File: config.mk
export PLATFORM = sky130hd
export DESIGN_NAME = pi_spi_master
export DESIGN_NICKNAME = d
export VERILOG_FILES = /design/src/rtl/pi_spi_pkg.sv /design/src/rtl/pi_spi_byte.sv /design/src/rtl/pi_spi_master.sv
export SDC_FILE = /design/constraint.sdc
export NUM_CORES = 1
export LEC_CHECK = 0
export CAP_MARGIN = 20
export CORE_ASPECT_RATIO = 1.75
export CORE_MARGIN = 10
export CORE_UTILIZATION = 30
export CTS_CLUSTER_SIZE = 40
export DETAILED_ROUTE_END_ITERATION = 16
export PLACE_DENSITY = 0.5
export SLEW_MARGIN = 20
export SYNTH_ARGS = -nofsm -noshare
export SYNTH_HDL_FRONTEND = slang
export SYNTH_SLANG_ARGS = --single-unit
File: constraint.sdc
create_clock -name clk -period 7.4 [get_ports clk]
set_clock_uncertainty 0.2 [all_clocks]
set_input_delay 0.74 -clock clk [delete_from_list [all_inputs] [get_ports clk]]
set_output_delay 0.74 -clock clk [all_outputs]
set_load 0.005 [all_outputs]
File: src/rtl/pi_spi_pkg.sv
// Shared types and constants for the pi_io SPI master: FSM states, command
// bytes and the header byte selector.
package pi_spi_pkg;

  typedef enum logic [2:0] {
    IDLE  = 3'd0,
    SETUP = 3'd1,
    HDR   = 3'd2,
    TURN  = 3'd3,
    DATA  = 3'd4,
    END   = 3'd5
  } state_e;

  localparam logic [7:0] PI_CMD_RD    = 8'h80;
  localparam logic [7:0] PI_CMD_WR    = 8'h00;
  localparam int         PI_HDR_BYTES = 4;

  // Header byte idx of the frame: cmd, then the address MSB first.
  function automatic logic [7:0] hdr_byte(input logic [1:0] idx, input logic rd,
                                          input logic [23:0] a);
    logic [7:0] b;
    case (idx)
      2'd0:    b = rd ? PI_CMD_RD : PI_CMD_WR;
      2'd1:    b = a[23:16];
      2'd2:    b = a[15:8];
      default: b = a[7:0];
    endcase
    return b;
  endfunction

endpackage

File: src/rtl/pi_spi_byte.sv
// Mode-0 byte shifter: drives spi_clk/mosi MSB first from a loaded byte and
// samples miso on each rising spi_clk edge; CLK_DIV clk cycles per half-period.
module pi_spi_byte #(
  parameter int CLK_DIV = 4
) (
  input  logic       clk,
  input  logic       rst,
  input  logic       load,
  input  logic [7:0] din,
  input  logic       miso,
  output logic       byte_done,
  output logic       last_rise,
  output logic [7:0] dout,
  output logic       spi_clk,
  output logic       mosi
);

  localparam int DW = (CLK_DIV > 1) ? $clog2(CLK_DIV) : 1;

  logic          active_r;
  logic          sclk_r;
  logic          mosi_r;
  logic [DW-1:0] div_r;
  logic [2:0]    bit_r;
  logic [7:0]    tx_r;
  logic [7:0]    rx_r;
  logic          tick_s;

  // byte_done marks the final falling edge so a new byte can load without a gap
  always_comb begin
    tick_s    = active_r && (div_r == DW'(CLK_DIV - 1));
    byte_done = tick_s && sclk_r && (bit_r == 3'd7);
    last_rise = tick_s && !sclk_r && (bit_r == 3'd7);
  end

  assign dout    = rx_r;
  assign spi_clk = sclk_r;
  assign mosi    = mosi_r;

  always_ff @(posedge clk) begin
    if (!rst) begin
      active_r <= 1'b0;
      sclk_r   <= 1'b0;
      mosi_r   <= 1'b0;
      div_r    <= '0;
      bit_r    <= 3'd0;
      tx_r     <= 8'h00;
      rx_r     <= 8'h00;
    end else if (load && (!active_r || byte_done)) begin
      active_r <= 1'b1;
      sclk_r   <= 1'b0;
      mosi_r   <= din[7];
      div_r    <= '0;
      bit_r    <= 3'd0;
      tx_r     <= din;
    end else if (tick_s) begin
      div_r <= '0;
      if (!sclk_r) begin
        sclk_r <= 1'b1;
        rx_r   <= {rx_r[6:0], miso};
      end else begin
        sclk_r <= 1'b0;
        if (bit_r == 3'd7) begin
          active_r <= 1'b0;
          mosi_r   <= 1'b0;
        end else begin
          bit_r  <= bit_r + 3'd1;
          tx_r   <= {tx_r[6:0], 1'b0};
          mosi_r <= tx_r[6];
        end
      end
    end else if (active_r) begin
      div_r <= div_r + DW'(1);
    end
  end

endmodule

File: src/rtl/pi_spi_master.sv
// SPI master framing host read/write requests for the pi_io slave.
// Optional PI_SS_GAP_EN: hold ss high a further 8*CLK_DIV cycles before done.
module pi_spi_master
  import pi_spi_pkg::*;
#(
  parameter int CLK_DIV = 4,
  parameter int LEN_W   = 16
) (
  input  logic             clk,
  input  logic             rst,
  input  logic             start,
  input  logic             rw,
  input  logic [23:0]      addr,
  input  logic [LEN_W-1:0] len,
  input  logic [7:0]       tx_data,
  input  logic             tx_valid,
  output logic             tx_ready,
  output logic [7:0]       rx_data,
  output logic             rx_valid,
  output logic             busy,
  output logic             done,
  output logic             ss,
  output logic             spi_clk,
  output logic             mosi,
  input  logic             miso
);

  localparam int END_RISE = CLK_DIV - 1;
`ifdef PI_SS_GAP_EN
  localparam int END_DONE = 9 * CLK_DIV - 1;
`else
  localparam int END_DONE = CLK_DIV - 1;
`endif
  localparam int TW = $clog2(9 * CLK_DIV) + 1;

  state_e           state_r;
  state_e           state_nx;
  logic [TW-1:0]    timer_r;
  logic [1:0]       hdr_cnt_r;
  logic [LEN_W-1:0] cnt_r;
  logic             rw_r;
  logic [23:0]      addr_r;
  logic             wait_tx_r;
  logic             fin_r;
  logic             ss_r;
  logic             busy_r;
  logic             done_r;
  logic             rx_valid_r;
  logic [7:0]       rx_data_r;

  logic             byte_done_s;
  logic             last_rise_s;
  logic [7:0]       dout_s;
  logic             load_s;
  logic [7:0]       din_s;
  logic             need_tx_s;
  logic             tx_ready_s;
  logic             dec_s;
  logic             hdr_last_s;
  logic             cnt_zero_s;
  logic             setup_end_s;

  assign hdr_last_s  = (hdr_cnt_r == 2'(PI_HDR_BYTES - 1));
  assign cnt_zero_s  = (cnt_r == '0);
  assign setup_end_s = (timer_r == TW'(CLK_DIV - 1));

  pi_spi_byte #(.CLK_DIV(CLK_DIV)) u_byte (
    .clk       (clk),
    .rst       (rst),
    .load      (load_s),
    .din       (din_s),
    .miso      (miso),
    .byte_done (byte_done_s),
    .last_rise (last_rise_s),
    .dout      (dout_s),
    .spi_clk   (spi_clk),
    .mosi      (mosi)
  );

  // state register
  always_ff @(posedge clk) begin
    if (!rst) state_r <= IDLE;
    else      state_r <= state_nx;
  end

  // next-state logic
  always_comb begin
    state_nx = state_r;
    case (state_r)
      IDLE:  if (start) state_nx = SETUP; else state_nx = IDLE;
      SETUP: if (setup_end_s) state_nx = HDR; else state_nx = SETUP;
      HDR: begin
        if (byte_done_s && hdr_last_s) begin
          if (cnt_zero_s)  state_nx = END;
          else if (rw_r)   state_nx = TURN;
          else             state_nx = DATA;
        end else begin
          state_nx = HDR;
        end
      end
      TURN:  if (byte_done_s) state_nx = DATA; else state_nx = TURN;
      DATA:  if (byte_done_s && cnt_zero_s) state_nx = END; else state_nx = DATA;
      END:   if (fin_r) state_nx = IDLE; else state_nx = END;
      default: state_nx = IDLE;
    endcase
  end

  // shifter loads and the write-data handshake
  always_comb begin
    load_s     = 1'b0;
    din_s      = 8'h00;
    need_tx_s  = 1'b0;
    tx_ready_s = 1'b0;
    case (state_r)
      SETUP: begin
        if (setup_end_s) begin
          load_s = 1'b1;
          din_s  = hdr_byte(2'd0, rw_r, addr_r);
        end else begin
          load_s = 1'b0;
        end
      end
      HDR: begin
        if (byte_done_s && !hdr_last_s) begin
          load_s = 1'b1;
          din_s  = hdr_byte(hdr_cnt_r + 2'd1, rw_r, addr_r);
        end else if (byte_done_s && !cnt_zero_s) begin
          load_s    = rw_r;
          need_tx_s = !rw_r;
        end else begin
          load_s = 1'b0;
        end
      end
      TURN: load_s = byte_done_s;
      DATA: begin
        if ((byte_done_s || wait_tx_r) && !cnt_zero_s) begin
          load_s    = rw_r;
          need_tx_s = !rw_r;
        end else begin
          load_s = 1'b0;
        end
      end
      default: load_s = 1'b0;
    endcase
    if (need_tx_s && tx_valid) begin
      load_s     = 1'b1;
      din_s      = tx_data;
      tx_ready_s = 1'b1;
    end else begin
      tx_ready_s = 1'b0;
    end
    dec_s = load_s && ((state_r == DATA) || (state_r == TURN) ||
                       ((state_r == HDR) && hdr_last_s && !rw_r));
  end

  // frame fields, counters, ss and host-side outputs
  always_ff @(posedge clk) begin
    if (!rst) begin
      timer_r    <= '0;
      hdr_cnt_r  <= 2'd0;
      cnt_r      <= '0;
      rw_r       <= 1'b0;
      addr_r     <= 24'h000000;
      wait_tx_r  <= 1'b0;
      fin_r      <= 1'b0;
      ss_r       <= 1'b1;
      busy_r     <= 1'b0;
      done_r     <= 1'b0;
      rx_valid_r <= 1'b0;
      rx_data_r  <= 8'h00;
    end else begin
      done_r     <= 1'b0;
      rx_valid_r <= 1'b0;
      if ((state_nx == state_r) && ((state_r == SETUP) || (state_r == END)))
        timer_r <= timer_r + TW'(1);
      else
        timer_r <= '0;
      if ((state_r == IDLE) && start) begin
        rw_r      <= rw;
        addr_r    <= addr;
        cnt_r     <= len;
        hdr_cnt_r <= 2'd0;
        wait_tx_r <= 1'b0;
        fin_r     <= 1'b0;
        busy_r    <= 1'b1;
        ss_r      <= 1'b0;
      end
      if ((state_r == HDR) && byte_done_s)
        hdr_cnt_r <= hdr_cnt_r + 2'd1;
      if (dec_s)
        cnt_r <= cnt_r - LEN_W'(1);
      if (need_tx_s)
        wait_tx_r <= !tx_valid;
      if ((state_r == DATA) && rw_r && last_rise_s) begin
        rx_valid_r <= 1'b1;
        rx_data_r  <= {dout_s[6:0], miso};
      end
      // ss rises CLK_DIV cycles after the last fall; done may wait for the gap
      if ((state_r == END) && !fin_r) begin
        if (timer_r == TW'(END_RISE))
          ss_r <= 1'b1;
        if (timer_r == TW'(END_DONE)) begin
          done_r <= 1'b1;
          busy_r <= 1'b0;
          fin_r  <= 1'b1;
        end
      end
    end
  end

  assign tx_ready = tx_ready_s;
  assign rx_data  = rx_data_r;
  assign rx_valid = rx_valid_r;
  assign busy     = busy_r;
  assign done     = done_r;
  assign ss       = ss_r;

endmodule

* Word-level counts from Yosys, hierarchy flattened *
Cells that the tools add are included.

storage, ports and cells
  register bits after elaboration = 89
  output and inout port bits = 15
  logic and storage cells = 148

cells by class
  $add $sub $neg = 5
  equality and inequality tests = 13
  mux-type cells = 55
  bitwise operators = 4
  reduce and logical (&&, ||, !) cells = 51

operators by type and width
  cell                   number
  $mux 1                 32
  $mux 16                2
  $mux 8                 4
  $mux 7                 4
  $pmux 8 s3             1
  $logic_and 1x1->1      21
  $pmux 3 s6             1
  $logic_not 16->1       1
  $pmux 8 s2             1
  $sub 16x1->16 const B  1
  $mux 3                 5
  $reduce_and 3->1       4
  $reduce_bool 2->1      6
  $eq 3x3->1 const B     3
  $add 7x1->7 const B    1
  $eq 7x2->1 const B     1
  $logic_not 1->1        7
  $eq 2x2->1 const B     3
  $eq 3x2->1 const B     2
  $mux 2                 3
  $reduce_and 2->1       3
  $logic_or 1x1->1       5
  $add 2x1->2 const B    2
  $not 1->1              4
  11 further kinds       11

* Longest topological paths before layout *
Gate-level depths: netlist (run 1).

  word-level depth = 13
  gate-level depth with buffers = 10

* Cells and area by module *
Synthesis (run 1) repeated with hierarchy kept, for this count alone.

second synthesis, totals
  cells, all modules = 528
  area, all modules = 4349.2 µm²

by module, submodules not included
  module         times used  cells each  area each (µm²)
  pi_spi_master  1           413         3299.4
  pi_spi_byte    1           115         1049.8

* Worst setup path before layout (run 1) *
No wires, ideal clock.

  path type = flip-flop to flip-flop
  from = register u_byte.bit_r[0]
  to = register cnt_r[5]
  arrival = 2.543 ns
  setup slack = 4.543 ns
  cell stages (with the launch flop) = 10
  path through = dfxtp_1 > ha_1 > ha_1 > and4_1 > clkbuf_1 > nand3b_1 > a2111oi_4 > o21ai_2 > o311a_1 > o21a_1

on the way
  cells in the longest elaborated chain, start to end = 10
  elaborated cells on any way between the ends = 19
  classes of those cells = 1 x eq/ne; 10 x mux; 8 x reduce/logical

RTL lines
  element                                                RTL line                                    RTL
  from (decl)                                            pi_spi_byte.sv:24                           logic [2:0] bit_r;
  from (signal assigned)                                 pi_spi_byte.sv:67                           bit_r <= bit_r + 3'd1;
  $eq 3x3->1 (*)                                         pi_spi_byte.sv:32                           byte_done = tick_s && sclk_r && (bit_r == 3'd7);
  $logic_and 1x1->1 (*)                                  pi_spi_byte.sv:32
  $logic_and 1x1->1 or $logic_or 1x1->1 (tied branches)  pi_spi_master.sv:127, pi_spi_master.sv:136
  $mux 1 or $logic_and 1x1->1 (tied branches)            pi_spi_master.sv:127, pi_spi_master.sv:136
  $mux 1, on equally long branches                       pi_spi_master.sv:124, pi_spi_master.sv:136
  $pmux 1 s2                                             pi_spi_master.sv:114                        case (state_r)
  $logic_and 1x1->1                                      pi_spi_master.sv:145                        if (need_tx_s && tx_valid) begin
  $mux 1 (*)                                             pi_spi_master.sv:145
  $logic_and 1x1->1 (*)                                  pi_spi_master.sv:152                        dec_s = load_s && ((state_r == DATA) || (state_r == TURN) ||
  $mux 16 or $reduce_bool 2->1 (tied branches)           n/a
  to (signal assigned)                                   pi_spi_master.sv:181                        cnt_r <= len;
  to (signal assigned)                                   pi_spi_master.sv:191                        cnt_r <= cnt_r - LEN_W'(1);
  to (decl)                                              pi_spi_master.sv:40                         logic [LEN_W-1:0] cnt_r;

Every way passes the cells marked *; elsewhere a longest branch is shown, timed or not.
A chain may end at the register's enable or synchronous reset.

* Final worst setup path (run 1) *
  from = register u_byte.bit_r[0]
  to = output port tx_ready

on the way
  cells in the longest elaborated chain, start to end = 8
  elaborated cells on any way between the ends = 12
  classes of those cells = 1 x eq/ne; 5 x mux; 6 x reduce/logical

RTL lines
  element                                                RTL line                                    RTL
  $eq 3x3->1 (*)                                         pi_spi_byte.sv:32
  $logic_and 1x1->1 (*)                                  pi_spi_byte.sv:32
  $logic_and 1x1->1 or $logic_or 1x1->1 (tied branches)  pi_spi_master.sv:127, pi_spi_master.sv:136
  $mux 1 or $logic_and 1x1->1 (tied branches)            pi_spi_master.sv:127, pi_spi_master.sv:136
  $mux 1, on equally long branches                       pi_spi_master.sv:124, pi_spi_master.sv:136
  $pmux 1 s2 (*)                                         pi_spi_master.sv:114
  $logic_and 1x1->1 (*)                                  pi_spi_master.sv:145
  $mux 1 (*)                                             pi_spi_master.sv:145
  to (decl)                                              pi_spi_master.sv:17                         output logic tx_ready,

Marked as above.

==> results.toml, run 1 <==
[finish]
num-fill-cells = 1482
drive_above_1_share_pct = 5.604
synthToLayoutAreaGrowth_pct = 25.66
diodes = 0
nets = 630
fin_area_um2 = 5281

[timing]
rsz0062_at_grt = "false"
fmax_ghz = 0.2479
period_needed_ps = 4034
finalHoldViolCount = 0
tns_ps = 0
period_share_pct = 54.51
tightest_slew_ps = 824.5
max_slew_margin_pct = 44.57
drv_slew = 0
finalSetupViolations = 0

[power]
vdd_drop_max_uv = 90.30
sequentialPowerShare_pct = 47.6
combPwrFrac_pct = 10.9
p_per_area_nw_per_um2 = 202.8
p_int_mw = 0.8015
net-switching-power_mw = 0.2695
p_leak_nw = 1.830
p_clk_share_pct = 41.4
swShare_pct = 25.16

[clock_network]
post_cts_buffers = 0
clkSinkCount = 89
numCtsBuffers = 9
clkTransAtPathRegs_ps = 70
clock_path_buffers = 2
ctsHoldBuffers = 0
cts_root_buf = "clkbuf_16"
clock_latency_ps = 340
htreeDepth = 3
cts_tree = "done"
cts-resized-gates = 0

[routing]
ant_nets = 0
routed-via-count = 3777
wl_per_cell_um = 15.34
routed_wl_mm = 11.47
drt_iter0_markers = 135
drc = 0
first_pass_iters = 4
viasPerCell = 5.049

[floorplan]
dieArea_um2 = 19330
die_w_um = 109.5
rows = 57
ios = 69
design.core.area_um2 = 13840
die_h_um = 176.6
initial_core_util_pct = 30.38

[worst_setup_path]
critical-path-top-delay-family = "simple AND/OR/NAND/NOR gates"
crit_path_start_kind = "flip-flop"
crit_required_ps = 6460
critPathMaxFanout = 9
cp_cell_sequence = "ha_1, ha_1, and4_1, a32oi_1, nor4_2, clkdlybuf4s50_1"
crit_type = "reg -> out"
cp_num_buf_inv = 1
cp_slowest_cell = "nor4_2"
slowest_delay_ps = 750
arrival_ps = 3090
endpoint_kind = "primary output"
path_common_cell = "ha_1"

[logic_synthesis]
synth_area_um2 = 4203
ys_types = 62
synthArstFlopShare_pct = 0
yosys_warnings = 0
synth_flop_cell = "dfxtp_1"
yosysTopAreaCell = "dfxtp_1"
syn-num-nets = 581
avgSynthCellArea_um2 = 8.129
ys_ff_latch = 89
netlist_instances = 517
synth_area_leaders = "dfxtp_1 (42%), nand2_1 (10%), a21oi_1 (6.4%)"
synth_top_area_share_pct = 42.39
synth-seq-area-share_pct = 42.39
synth_edf_count = 0

[placed_design]
gp_congestion = 0.7982
place_hpwl_mm = 8.422
place_area_um2 = 4991
io_buffers = 68

[worst_hold_path]
min_path_type = "reg -> reg"

[global_routing]
grt_pass1_vias = 3834
grt-ovfl-total = 0
globalRouteTotalUtil_pct = 12.18
antenna_found_initial = 0
grt_max_degree = 53
grt_pass1_wl_mm = 18.89

[status]
outcome = "complete, no violations"

[job]
maxCapViolCount = 0
[cells in the mapped netlist (3+ instances only)]
cell type,n
buf_2,4
mux2i_1,11
o21a_1,5
o21ai_0,16
a22oi_1,10
nor2b_1,4
or3_1,10
nor3_1,3
or2_2,5
xor2_1,3
nor2_1,39
o211ai_1,5
ha_1,10
a21oi_1,54
dfxtp_1,89
o311ai_1,3
nand3_1,15
a311oi_1,5
and3_1,4
nand2b_1,6
a31oi_1,7
xnor2_1,5
o21ai_2,3
a221oi_1,6
o311a_1,4
inv_1,7
clkbuf_1,22
nand3b_1,3
nand2_1,114
buf_1,5
a211oi_1,3
[cell families after synthesis]
logic type | count (synthesis) | synth area share (%)
AOI/OAI and AO/OA | 137 | 21.85
and+or+nand+nor | 221 | 24.53
adders and majority gates | 10 | 2.977
DFF | 89 | 42.39
xor gates and xnor gates | 8 | 1.667
buffers and inverters | 41 | 3.960
muxes | 11 | 2.620
[path summary, 6_finish.rpt]
check                  startpoint              to  slack, ps  cells after the start
setup reg to reg  u_byte.bit_r[0]  u_byte.tx_r[1]       4100                      8
hold / removal         timer_r[0]      timer_r[0]        250                      1
setup / recovery  u_byte.bit_r[0]        tx_ready       3370                      6
hold reg to reg        timer_r[0]      timer_r[0]        250                      1
[power by group through the flow]
stage,sequential [mW],clock (mW),combinational (mW)
4_1_cts,0.510,0.456,0.119
3_5_place_dp,0.521,0,0.119
2_1_floorplan,0.516,0,0.0705
3_3_place_gp,0.520,0,0.118
5_1_grt,0.513,0.474,0.130
6_report,0.510,0.444,0.117
[stage by stage]
stage	setup slack (ps)	cells	util (%)	power (mW)	hold WS (ps)
after CTS	3323	748	38.17	1.085	257.1
after global routing	3106	748	38.17	1.117	274.1
after global placement	3774	732	36.07	0.6378	226.0
after floorplan	4543	517	-	0.5861	213.2
after detailed placement	3694	732	36.07	0.6399	247.0
final	3366	748	38.17	1.071	253.9
[layer usage]
layer,vias to the layer above,track usage (%),part of all wire [%]
met5,-,0,0
met4,0,5.392,2.5
met3,16,2.738,3.7
met2,58,21.16,52
met1,1773,13.67,42
li1,1930,-,-
[cells in the final DEF (no fill, tap or decap), types with 3 or more instances in the layout]
master           count
nand2b_1             6
nand2_1            114
nor2b_1              4
a311oi_1             5
inv_1                7
or3_1               10
o311ai_1             3
buf_4                3
xor2_1               3
nand3b_1             3
nor2_1              39
a211oi_1             3
o21a_1               5
o311a_1              4
clkdlybuf4s50_1     68
mux2i_1             11
o21ai_0             16
nand3_1             15
a22oi_1             10
a221oi_1             6
a21oi_1             54
ha_1                10
or2_2                5
xnor2_1              5
and3_1               4
o211ai_1             5
dfxtp_1             89
a31oi_1              7
o21ai_2              3
clkbuf_16            9
nor3_1               3
[flip-flops by register name (all words and copies together), names as in the netlist, 2 cells and up]
name and flops:
addr_r 24, cnt_r 16, rx_data 8, timer_r 7, u_byte.dout 7, u_byte.tx_r 7
state_r 3, u_byte.bit_r 3, hdr_cnt_r 2, u_byte.div_r 2
[final cells by class]
class | instances | area (um^2) | share of cell area (%)
timing repair buffer | 71 | 703.2 | 13.31
clock buffer | 11 | 252.7 | 4.786
clock inverter | 5 | 37.54 | 0.7107
inverter | 8 | 30.03 | 0.5686
tap | 177 | 221.5 | 4.193
sequential | 89 | 1782 | 33.74
multi-input combinational | 387 | 2255 | 42.69
Note: power is estimated with default switching activity, not from simulation.
==> run 2: changes to the inputs <==
- clock period: 7.4 -> 3.8 ns (I/O delays scaled with it)
==> run 2 against run 1 <==
Against the previous run:
- non-clock buffer count grew 4
- worst setup slack got worse by 2900 ps
- sequential share of layout area down 0.28 points
- global-route usage down 0.088 points
- combinational power increased by 97%
- hold slack worse by 5.8 ps
- clock power up 100%
- die area is the same
- first-iteration DRC count increased by 62%
- utilization grew 0.32 points
- clock-buffer cell count down 1
==> results.toml, run 2 (synthesis results as in run 1) <==
[floorplan]
rows = 57
design.core.area_um2 = 13840
dieArea_um2 = 19330
die_w_um = 109.5
die_h_um = 176.6
ios = 69
initial_core_util_pct = 30.38

[routing]
routed_wl_mm = 11.55
ant_nets = 0
first_pass_iters = 4
wl_per_cell_um = 15.36
drc = 0
viasPerCell = 5.053
routed-via-count = 3800
drt_iter0_markers = 219

[timing]
finalHoldViolCount = 0
whs_ps = 248.1
period_share_pct = 87.52
finalSetupViolations = 0
rsz0062_at_grt = "false"
fmax_ghz = 0.3007
period_needed_ps = 3326
tns_ps = 0
tightest_slew_ps = 875.9
drv_slew = 0
max_slew_margin_pct = 41.29

[worst_setup_path]
crit_type = "reg -> out"
reg2reg_setup_slack_ps = 630
endpoint_kind = "primary output"
crit_path_start_kind = "flip-flop"
crit_required_ps = 3220
arrival_ps = 2750
critPathMaxFanout = 8

[power]
vdd_drop_max_uv = 183.9
p_total_mw = 2.134
p_per_area_nw_per_um2 = 400.8
p_leak_nw = 1.861

[placed_design]
dp.cells = 736
gp_congestion = 0.8165
io_buffers = 68
place_hpwl_mm = 8.519

[global_routing]
antenna_found_initial = 0
globalRouteTotalUtil_pct = 12.10
grt-ovfl-total = 0
grt_pass1_wl_mm = 18.81
grt_max_degree = 43
grt_pass1_vias = 3780

[finish]
diodes = 0
final_cell_mix = "nand2_1 (114), dfxtp_1 (89), clkdlybuf4s50_1 (68)"
mostFrequentLayoutCell = "nand2_1"
stdcell_count = 752
largest_reg_flops = 24
regMostFlops = "addr_r"
synthToLayoutAreaGrowth_pct = 26.70
ff_latch_area_um2 = 1782
num-fill-cells = 1446
multiInputGateArea_um2 = 2255
drive_above_1_share_pct = 6.261
nets = 634

[clock_network]
clkSinkCount = 89
clock_path_buffers = 2
post_cts_buffers = 0
cts-resized-gates = 0
cts_tree = "done"
htreeDepth = 3
numCtsBuffers = 9
clock_latency_ps = 340
ctsHoldBuffers = 0
cts_root_buf = "clkbuf_16"
clkTransAtPathRegs_ps = 60

[job]
maxCapViolCount = 0

[worst_hold_path]
min_path_type = "reg -> reg"

[status]
outcome = "complete, no violations"
run 2: worst max-delay path, stage by stage (launching register included):
cell and delay, ps:
dfxtp_1 350, ha_1 160, ha_1 260, and4_1 390
a32oi_1 180, nor4_2 470, clkdlybuf4s50_1 610
run 2: final cells by class:
| type | count | area share (%) |
|---|---|---|
| clock inverter | 6 | 1.222 |
| inverter | 8 | 0.5639 |
| sequential | 89 | 33.46 |
| clock buffer | 10 | 4.488 |
| tap | 177 | 4.159 |
| timing repair buffer | 75 | 13.77 |
| multi-input combinational | 387 | 42.34 |
run 2: where the power goes:
group	total, mW	switching (mW)	internal, mW
Combinational	0.231	0.117	0.114
Clock	0.910	0.380	0.530
Sequential	0.993	0.0269	0.966
run 2: path summary, 6_finish.rpt:
check / from / to / cells past startpoint
worst max-delay path: u_byte.bit_r[0] / tx_ready / 6
worst min-delay path: timer_r[0] / timer_r[0] / 1
worst max register to register: u_byte.bit_r[0] / cnt_r[5] / 8
worst min register to register: timer_r[0] / timer_r[0] / 1
run 2: layer usage:
| metal | wire length [um] | share of wire [%] | global-route usage, % | up-vias |
|---|---|---|---|---|
| met5 | 0 | 0 | 0 | - |
| met4 | 285 | 2.5 | 5.392 | 0 |
| met3 | 428 | 3.7 | 2.264 | 20 |
| met2 | 5942 | 51 | 20.53 | 65 |
| met1 | 4897 | 42 | 14.24 | 1779 |
| li1 | - | - | - | 1936 |
run 2: stage by stage:
stage	setup slack, ps	area, um^2	utilization (%)
after CTS	433.2	5325	38.49
after global placement	762.4	5021	36.29
after global routing	365.0	5325	38.49
after floorplan	942.7	4203	-
final	474.3	5325	38.49
after detailed placement	669.1	5021	36.29
==> run 3: changes to the inputs <==
- CORE_MARGIN: 10 -> 5
- clock period: 3.8 -> 3.9 ns (I/O delays scaled with it)
==> run 3 against run 2 <==
Against the previous run:
- hold slack gained 3.8 ps
- via count shrank 0.53%
- die area shrank 14%
- sequential share of layout area shrank 0.16 points
- clock power grew 6.4%
- total power grew 1.2%
- non-clock buffer count shrank 2
- sequential cell count is the same
- final area grew 0.49%
- register-to-register slack gained 100 ps
- critical endpoint unchanged
- highest routed layer unchanged
==> results.toml, run 3 (synthesis results as in run 1) <==
[floorplan]
ios = 69
rows = 57
die_h_um = 166.6
initial_core_util_pct = 30.38
die_w_um = 99.47
design.core.area_um2 = 13840
dieArea_um2 = 16570

[clock_network]
clock_latency_ps = 340
cts-resized-gates = 0
htreeDepth = 3
clkSinkCount = 89
clock_path_buffers = 2
post_cts_buffers = 0
numCtsBuffers = 9
cts_root_buf = "clkbuf_16"
cts_tree = "done"
ctsHoldBuffers = 0
clkTransAtPathRegs_ps = 70

[job]
maxCapViolCount = 0

[finish]
drive_above_1_share_pct = 6.108
diodes = 0
final_cell_mix = "nand2_1 (114), dfxtp_1 (89), clkdlybuf4s50_1 (68)"
nets = 632
synthToLayoutAreaGrowth_pct = 27.33
mostFrequentLayoutCell = "nand2_1"
regMostFlops = "addr_r"
stdcell_count = 750
largest_reg_flops = 24
final_core_util_pct = 38.68

[timing]
drv_slew = 0
period_share_pct = 85.27
finalHoldViolCount = 0
tns_ps = 0
fmax_ghz = 0.3007
tightest_slew_ps = 849.5
rsz0062_at_grt = "false"
setup_ws_ps = 574.5
period_needed_ps = 3326
finalSetupViolations = 0
max_slew_margin_pct = 43.06

[worst_setup_path]
endpoint_kind = "primary output"
crit_required_ps = 3310
crit_type = "reg -> out"
critPathMaxFanout = 9
crit_path_start_kind = "flip-flop"
arrival_ps = 2740

[routing]
viasPerCell = 5.040
drc = 0
routed-via-count = 3780
ant_nets = 0
routed_wl_mm = 11.07
drt_iter0_markers = 321
wl_per_cell_um = 14.75
first_pass_iters = 4

[placed_design]
place_hpwl_mm = 7.911
io_buffers = 68
gp_congestion = 0.8298
place_ws_ps = 752.5
dp.cells = 734

[worst_hold_path]
min_path_type = "reg -> reg"

[power]
p_per_area_nw_per_um2 = 403.6
p_leak_nw = 1.870
vdd_drop_max_uv = 207.6

[global_routing]
antenna_found_initial = 0
grt_pass1_vias = 3714
grt_pass1_wl_mm = 18.08
globalRouteTotalUtil_pct = 13.44
grt_max_degree = 51
grt-ovfl-total = 0

[status]
outcome = "complete, no violations"
## run 3: cell types whose count changed in the layout (fill, tap and decap cells not counted), sizes merged
cell | previous run | this run
clkbuf | 10 | 9
inv | 9 | 12
clkinv | 3 | 0
buf | 7 | 5
bufinv | 1 | 2
## run 3: report_power, final
part / total [mW] / leakage (nW) / switching (mW) / internal (mW)
logic: 0.225 / 0.985 / 0.113 / 0.111
registers: 0.967 / 0.724 / 0.0262 / 0.941
clock network: 0.968 / 0.160 / 0.393 / 0.575
total: 2.16 / 1.87 / 0.532 / 1.63
## run 3: layer usage
layer	wire length [um]	track usage, %	vias up
met4	147	4.935	0
met3	266	2.470	9
li1	-	-	1939
met2	5743	23.24	51
met1	4907	16.40	1781
met5	0	0	-
## run 3: area by class of cell
cell class                      count  area (um^2)
Multi-Input combinational cell    387         2255
Inverter                            8        30.03
Fill cell                        1441         8484
Clock inverter                      7        107.6
Timing Repair Buffer               73        730.7
Clock buffer                        9        225.2
Sequential cell                    89         1782
Tap cell                          177        221.5
## run 3: path summary, 6_finish.rpt
path | start | to | slack, ps | cells past startpoint
hold / removal | timer_r[0] | timer_r[0] | 250 | 1
setup reg to reg | u_byte.bit_r[0] | cnt_r[5] | 730 | 8
setup / recovery | cnt_r[0] | tx_ready | 570 | 7
hold reg to reg | timer_r[0] | timer_r[0] | 250 | 1
## run 3: worst max-delay path: stages, from the launching register on
cell             delay, ps
dfxtp_1                320
inv_1                   70
ha_1                   200
or4b_1                 540
nor4_4                 530
nor4_2                 100
buf_4                  190
clkdlybuf4s50_1        450
## run 3: per-stage QoR
stage	hold slack (ps)	power (mW)	area, um^2
after CTS	250.2	2.192	5351
after floorplan	213.2	1.112	4203
after detailed placement	239.5	1.215	5019
after global routing	279.0	2.254	5351
final	251.9	2.160	5351
after global placement	223.6	1.211	5019
